**config.mk**
```make
export PLATFORM = sky130hd
export DESIGN_NAME = random_draw
export DESIGN_NICKNAME = d
export VERILOG_FILES = /design/src/rtl/random_pkg.sv /design/src/rtl/lfsr_core.sv /design/src/rtl/random_draw.sv
export SDC_FILE = /design/constraint.sdc
export NUM_CORES = 1
export LEC_CHECK = 0
export BUFFER_PORTS_ARGS = -buffer_cell sky130_fd_sc_hd__buf_2
export CORE_AREA = 2 2 107 109
export CTS_CLUSTER_SIZE = 10
export DETAILED_ROUTE_END_ITERATION = 16
export DIE_AREA = 0 0 109 111
export MAX_ROUTING_LAYER = met4
export PLACE_DENSITY_LB_ADDON = 0.05
export SLEW_MARGIN = 20
export SYNTH_ARGS = -nofsm -noshare
export SYNTH_HDL_FRONTEND = slang
export SYNTH_SLANG_ARGS = --single-unit
```
**constraint.sdc**
```tcl
create_clock -name clock -period 12.2 [get_ports clock]
set_input_delay 0 -clock clock [delete_from_list [all_inputs] [get_ports clock]]
set_output_delay 0 -clock clock [all_outputs]
set_load 0.005 [all_outputs]
```
**src/rtl/random_pkg.sv**
```systemverilog
// Shared types and helpers for the pseudo-random draw unit: LFSR tap table,
// draw FSM states and the rejection-sampling mask.
package random_pkg;

  typedef enum logic [1:0] {IDLE, DRAW, DONE} draw_state_t;

  // Maximal-length Galois (right-shift) tap masks, indexed by register width.
  function automatic logic [15:0] lfsr_taps(input int unsigned width);
    case (width)
      4:       return 16'h000C;
      5:       return 16'h0014;
      6:       return 16'h0030;
      7:       return 16'h0060;
      8:       return 16'h00B8;
      9:       return 16'h0110;
      10:      return 16'h0240;
      11:      return 16'h0500;
      12:      return 16'h0829;
      13:      return 16'h100D;
      14:      return 16'h2015;
      15:      return 16'h6000;
      16:      return 16'hD008;
      default: return 16'h000C;
    endcase
  endfunction

  // Smallest 2^k-1 >= r-1. r is the extended range (2^WIDTH stands for range 0).
  function automatic logic [16:0] range_mask(input logic [16:0] r);
    logic [16:0] m;
    m = (r == '0) ? '0 : r - 17'd1;
    for (int unsigned i = 1; i < 17; i = i * 2) m = m | (m >> i);
    return m;
  endfunction

endpackage

```
**src/rtl/lfsr_core.sv**
```systemverilog
// Free-running Galois LFSR with seed load; never holds zero.
module lfsr_core
  import random_pkg::*;
#(
  parameter int unsigned WIDTH = 10
) (
  input  logic             clock,
  input  logic             reset,
  input  logic             load,
  input  logic [WIDTH-1:0] seed,
  output logic [WIDTH-1:0] state
);

  localparam logic [WIDTH-1:0] TAPS = WIDTH'(lfsr_taps(WIDTH));

  always_ff @(posedge clock) begin
    if (reset)
      state <= WIDTH'(1);
    else if (load)
      state <= (seed == '0) ? WIDTH'(1) : seed;
    else
      state <= (state >> 1) ^ (state[0] ? TAPS : '0);
  end

endmodule

```
**src/rtl/random_draw.sv**
```systemverilog
// Request/response draw unit: uniform value in [0, range) from the LFSR using
// bounded rejection sampling with a subtract-once fallback.
module random_draw
  import random_pkg::*;
#(
  parameter int unsigned WIDTH     = 10,
  parameter int unsigned MAX_TRIES = 8
) (
  input  logic             clock,
  input  logic             reset,
  input  logic             seed_load_i,
  input  logic [WIDTH-1:0] seed_i,
  input  logic             req_valid_i,
  output logic             req_ready_o,
  input  logic [WIDTH-1:0] range_i,
  output logic             out_valid_o,
  input  logic             out_ready_i,
  output logic [WIDTH-1:0] value_o,
  output logic [WIDTH-1:0] raw_o
);

  draw_state_t      state;
  logic [7:0]       tries;
  logic [WIDTH:0]   range_q;
  logic [WIDTH-1:0] mask;
  logic [WIDTH-1:0] cand;
  logic             accept;

  lfsr_core #(.WIDTH(WIDTH)) u_lfsr (
    .clock (clock),
    .reset (reset),
    .load  (seed_load_i),
    .seed  (seed_i),
    .state (raw_o)
  );

  // range_q carries one extra bit so a requested range of 0 becomes 2^WIDTH
  // and every candidate is accepted by the plain unsigned compare.
  always_comb begin
    mask   = WIDTH'(range_mask(17'(range_q)));
    cand   = raw_o & mask;
    accept = ({1'b0, cand} < range_q);
  end

  always_ff @(posedge clock) begin
    if (reset) begin
      state       <= IDLE;
      tries       <= '0;
      range_q     <= '0;
      req_ready_o <= 1'b1;
      out_valid_o <= 1'b0;
      value_o     <= '0;
    end else begin
      case (state)
        IDLE: begin
          if (req_valid_i) begin
            range_q     <= (range_i == '0) ? {1'b1, {WIDTH{1'b0}}} : {1'b0, range_i};
            tries       <= '0;
            req_ready_o <= 1'b0;
            state       <= DRAW;
          end
        end
        DRAW: begin
          if (accept) begin
            value_o     <= cand;
            out_valid_o <= 1'b1;
            state       <= DONE;
          end else if (tries == 8'(MAX_TRIES - 1)) begin
            value_o     <= cand - range_q[WIDTH-1:0];
            out_valid_o <= 1'b1;
            state       <= DONE;
          end else begin
            tries <= tries + 8'd1;
          end
        end
        DONE: begin
          if (out_ready_i) begin
            out_valid_o <= 1'b0;
            req_ready_o <= 1'b1;
            state       <= IDLE;
          end
        end
        default: state <= IDLE;
      endcase
    end
  end

endmodule

```
==> results.sh <==
export IMPL_outcome="finished, violations left"
export IMPL_violations="hold timing"
export IMPL_floorplan_die_area_mm2=0.0121
export IMPL_drt_iter0_drc=65
export IMPL_hold_violations=1
export IMPL_ff_latch_area_um2=861
export IMPL_crit_fanout=13
export IMPL_fin_tns_setup_ns=0
export IMPL_synth_edf_count=0
export IMPL_final_util_pct=30.9
export IMPL_cts_clk_slew_worst_paths_ns=0.07
export IMPL_cts_setup_buffers=0
export IMPL_fp_dieW_um=109
export IMPL_drt_pass1_iter_count=4
export IMPL_synthFlopType="dfxtp_1"
export IMPL_synth_area_leaders="dfxtp_1 (32%), nor2_1 (7.2%), mux2i_1 (7.1%)"
export IMPL_cts_tree="done"
export IMPL_stdcell_count=527
export IMPL_cts_num_sinks=43
export IMPL_grt_pass1_vias=2489
export IMPL_syn_area_mm2=0.00268
export IMPL_worst_pin_slew_ns=0.985
export IMPL_coreArea_mm2=0.0111
export IMPL_finalMaxSlewViolations=0
export IMPL_cts_root_buf="clkbuf_16"
export IMPL_place_hpwl_um=6130
export IMPL_synthCells=322
export IMPL_die_y_um=111
export IMPL_ir_drop_uv=51.6
export IMPL_drcViolationCount=0
export IMPL_port_buffers=46
export IMPL_ios=47
export IMPL_p_switching_uw=178
export IMPL_r2r_end="tries[5]"
export IMPL_max_cap_viol_count=0
export IMPL_synth_top_area_share_pct=32.2
export IMPL_overflow=0
export IMPL_syn_avg_cell_area_um2=8.31
export IMPL_syn_nets=360
export IMPL_routed_wl_um=8020
export IMPL_fmax_mhz=210
export IMPL_insertion_delay_ns=0.29
export IMPL_cts_buffer_depth=2
export IMPL_reg2reg_slack_ns=7.44
export IMPL_grt_setup_unrepaired="false"
export IMPL_criticalPathCategory="reg -> reg"
export IMPL_clkPwrFrac_pct=33.6
export IMPL_fillers=1189
export IMPL_worstHoldStart="seed_i[9]"
export IMPL_seqPwrFrac_pct=31.9
export IMPL_worstRegToRegCells=16
export IMPL_powerDensity_mw_per_mm2=154
export IMPL_fin_nets=421
export IMPL_holdWs_ns=-0.00944
export IMPL_synth_area_leader_cell="dfxtp_1"
export IMPL_synth_yosys_seq_area_share_pct=32.2
export IMPL_yosysMostFrequentCell="nor2_1"
export IMPL_endpoint_kind="flip-flop"
export IMPL_holdPathEnd="u_lfsr.state[9]"
export IMPL_worst_setup_path_start_kind="flip-flop"
export IMPL_p_int_uw=350
export IMPL_r2r_start="range_q[1]"
export IMPL_ys_ff_latch=43
export IMPL_drive_gt1_share_pct=19.0
export IMPL_slew_headroom_pct=34.2
export IMPL_antenna_found_initial=0
export IMPL_htreeDepth=2
export IMPL_start_util_pct=24.2
export IMPL_ys_async_sr_fraction_pct=0
export IMPL_track_usage_pct=14.1
export IMPL_fin_crit_sh_pct=39.0
export IMPL_numCtsBuffers=5
export IMPL_hold_path_class="in -> reg"
export IMPL_ys_types=61
export IMPL_grt_pass1_wl_um=13000
export IMPL_wl_per_cell_um=15.2
export IMPL_ctsResizeCount=0
export IMPL_crit_arrival_ns=4.98
export IMPL_num_vias=2543
export IMPL_via_per_inst=4.83
export IMPL_p_leak_nw=1.37
export IMPL_fin_crit_ns=4.76
export IMPL_dp_cells=500
export IMPL_antenna_left=0
export IMPL_yosysWarningCount=0
export IMPL_holdPathStages=3
export IMPL_n_antenna_cell=0
export IMPL_p_comb_share_pct=34.5
export IMPL_hold_buffers=19
export IMPL_cp_data_required_time_ns=12.42
export IMPL_grt_max_degree=37
export IMPL_synth_common_cells="nor2_1 (51), dfxtp_1 (43), nand2_1 (20)"
export IMPL_switching_share_pct=33.7
export IMPL_multi_input_area_mm2=0.00172
export IMPL_area_growth_pct=27.9
export IMPL_gp_routability_congestion=0.823
export IMPL_num_rows=39
export IMPL_finClkSkew_ns=0.00652
export IMPL_setup_violations=0
power by group through the flow:
stage / clock network [mW] / registers (mW) / logic [mW]
after floorplan: 0 / 0.166 / 0.135
after global placement: 0 / 0.172 / 0.180
after detailed placement: 0 / 0.172 / 0.177
after CTS: 0.183 / 0.168 / 0.183
after global routing: 0.187 / 0.170 / 0.203
final: 0.177 / 0.168 / 0.182
area by class of cell:
| cell class | instances | share of cell area (%) |
|---|---|---|
| clock buffers | 6 | 3.77 |
| well taps | 143 | 5.23 |
| clock inverters | 2 | 1.76 |
| multi-input cells | 254 | 50.3 |
| inverters | 14 | 1.54 |
| flip-flops and latches | 43 | 25.2 |
| repair buffers | 65 | 12.3 |
per-stage QoR:
step	area (um2)	total power, mW	setup slack (ns)	hold slack [ns]
after detailed placement	3040	0.349	7.45	0.232
after floorplan	2680	0.302	8.12	0.126
after global routing	3420	0.561	7.16	0.0163
final	3420	0.527	7.44	-0.00944
after global placement	3040	0.352	7.55	0.228
after CTS	3420	0.534	7.42	0.00341
critical path, cell delays in order (launching register included):
cell and delay, ns:
dfxtp_1 0.35, inv_1 0.15, ha_1 0.43, or4b_2 0.66, xnor2_1 0.15, o211ai_1 0.24, nand3_1 0.15, a21o_1 0.25
and2_1 0.17, ha_1 0.36, o211ai_2 0.12, a21oi_4 0.19, o21ai_2 0.13, a2111oi_4 0.54, nor2_4 0.12, or4_1 0.54
a21boi_1 0.14
layout by cell type (no fill, tap or decap), types with 4 or more instances in the layout:
cell type      instances
dfxtp_1               43
buf_2                 46
o211ai_1               7
nand3_1               10
nand2_1               20
a31oi_1                6
ha_1                  12
xnor2_1                8
mux2i_1               19
clkbuf_16              5
nor2_1                51
or3_1                  4
o21ai_0                7
xor2_1                 6
nand2b_1               4
dlygate4sd3_1         19
o21a_1                 5
and2_1                 4
nor3_1                10
a21oi_1               16
inv_1                 14
nor4_1                 8
a211oi_1               4
sequential cells by signal, indices dropped and copies added, names as in the netlist:
signal / flops
out_valid_o: 1
state: 2
tries: 8
range_q: 11
value_o: 10
req_ready_o: 1
u_lfsr.state: 10
per-layer routing:
metal	share of wire, %	vias to the layer above	global-route usage, %
met4	2.1	0	4.62
met3	3.0	13	2.23
met1	50	1178	18.7
li1	-	1300	-
met2	44	52	21.7
met5	0	-	-
logic make-up (layout without fill, tap and decap cells):
family / Yosys count / count (layout) / share of synthesized area, %
XOR/XNOR: 14 / 14 / 4.58
adder cells (fa/ha/maj): 13 / 13 / 6.36
multiplexers: 20 / 20 / 7.53
AO/OA/AOI/OAI: 80 / 80 / 22.9
AND/OR/NAND/NOR: 127 / 127 / 22.9
buffers and inverters: 25 / 87 / 3.55
flip-flops: 43 / 43 / 32.2
how the worst max path moves through the flow:
| stage | slack [ns] | end | start | cells after the start |
|---|---|---|---|---|
| 2_1_floorplan | 8.12 | tries[5] | range_q[1] | 16 |
| 3_3_place_gp | 7.55 | tries[5] | range_q[1] | 16 |
| 3_5_place_dp | 7.45 | tries[5] | range_q[1] | 16 |
| 4_1_cts | 7.42 | tries[5] | range_q[1] | 16 |
| 5_1_grt | 7.16 | tries[5] | range_q[1] | 16 |
| 6_report | 7.44 | tries[5] | range_q[1] | 16 |
(Power assumes the default switching activity.)
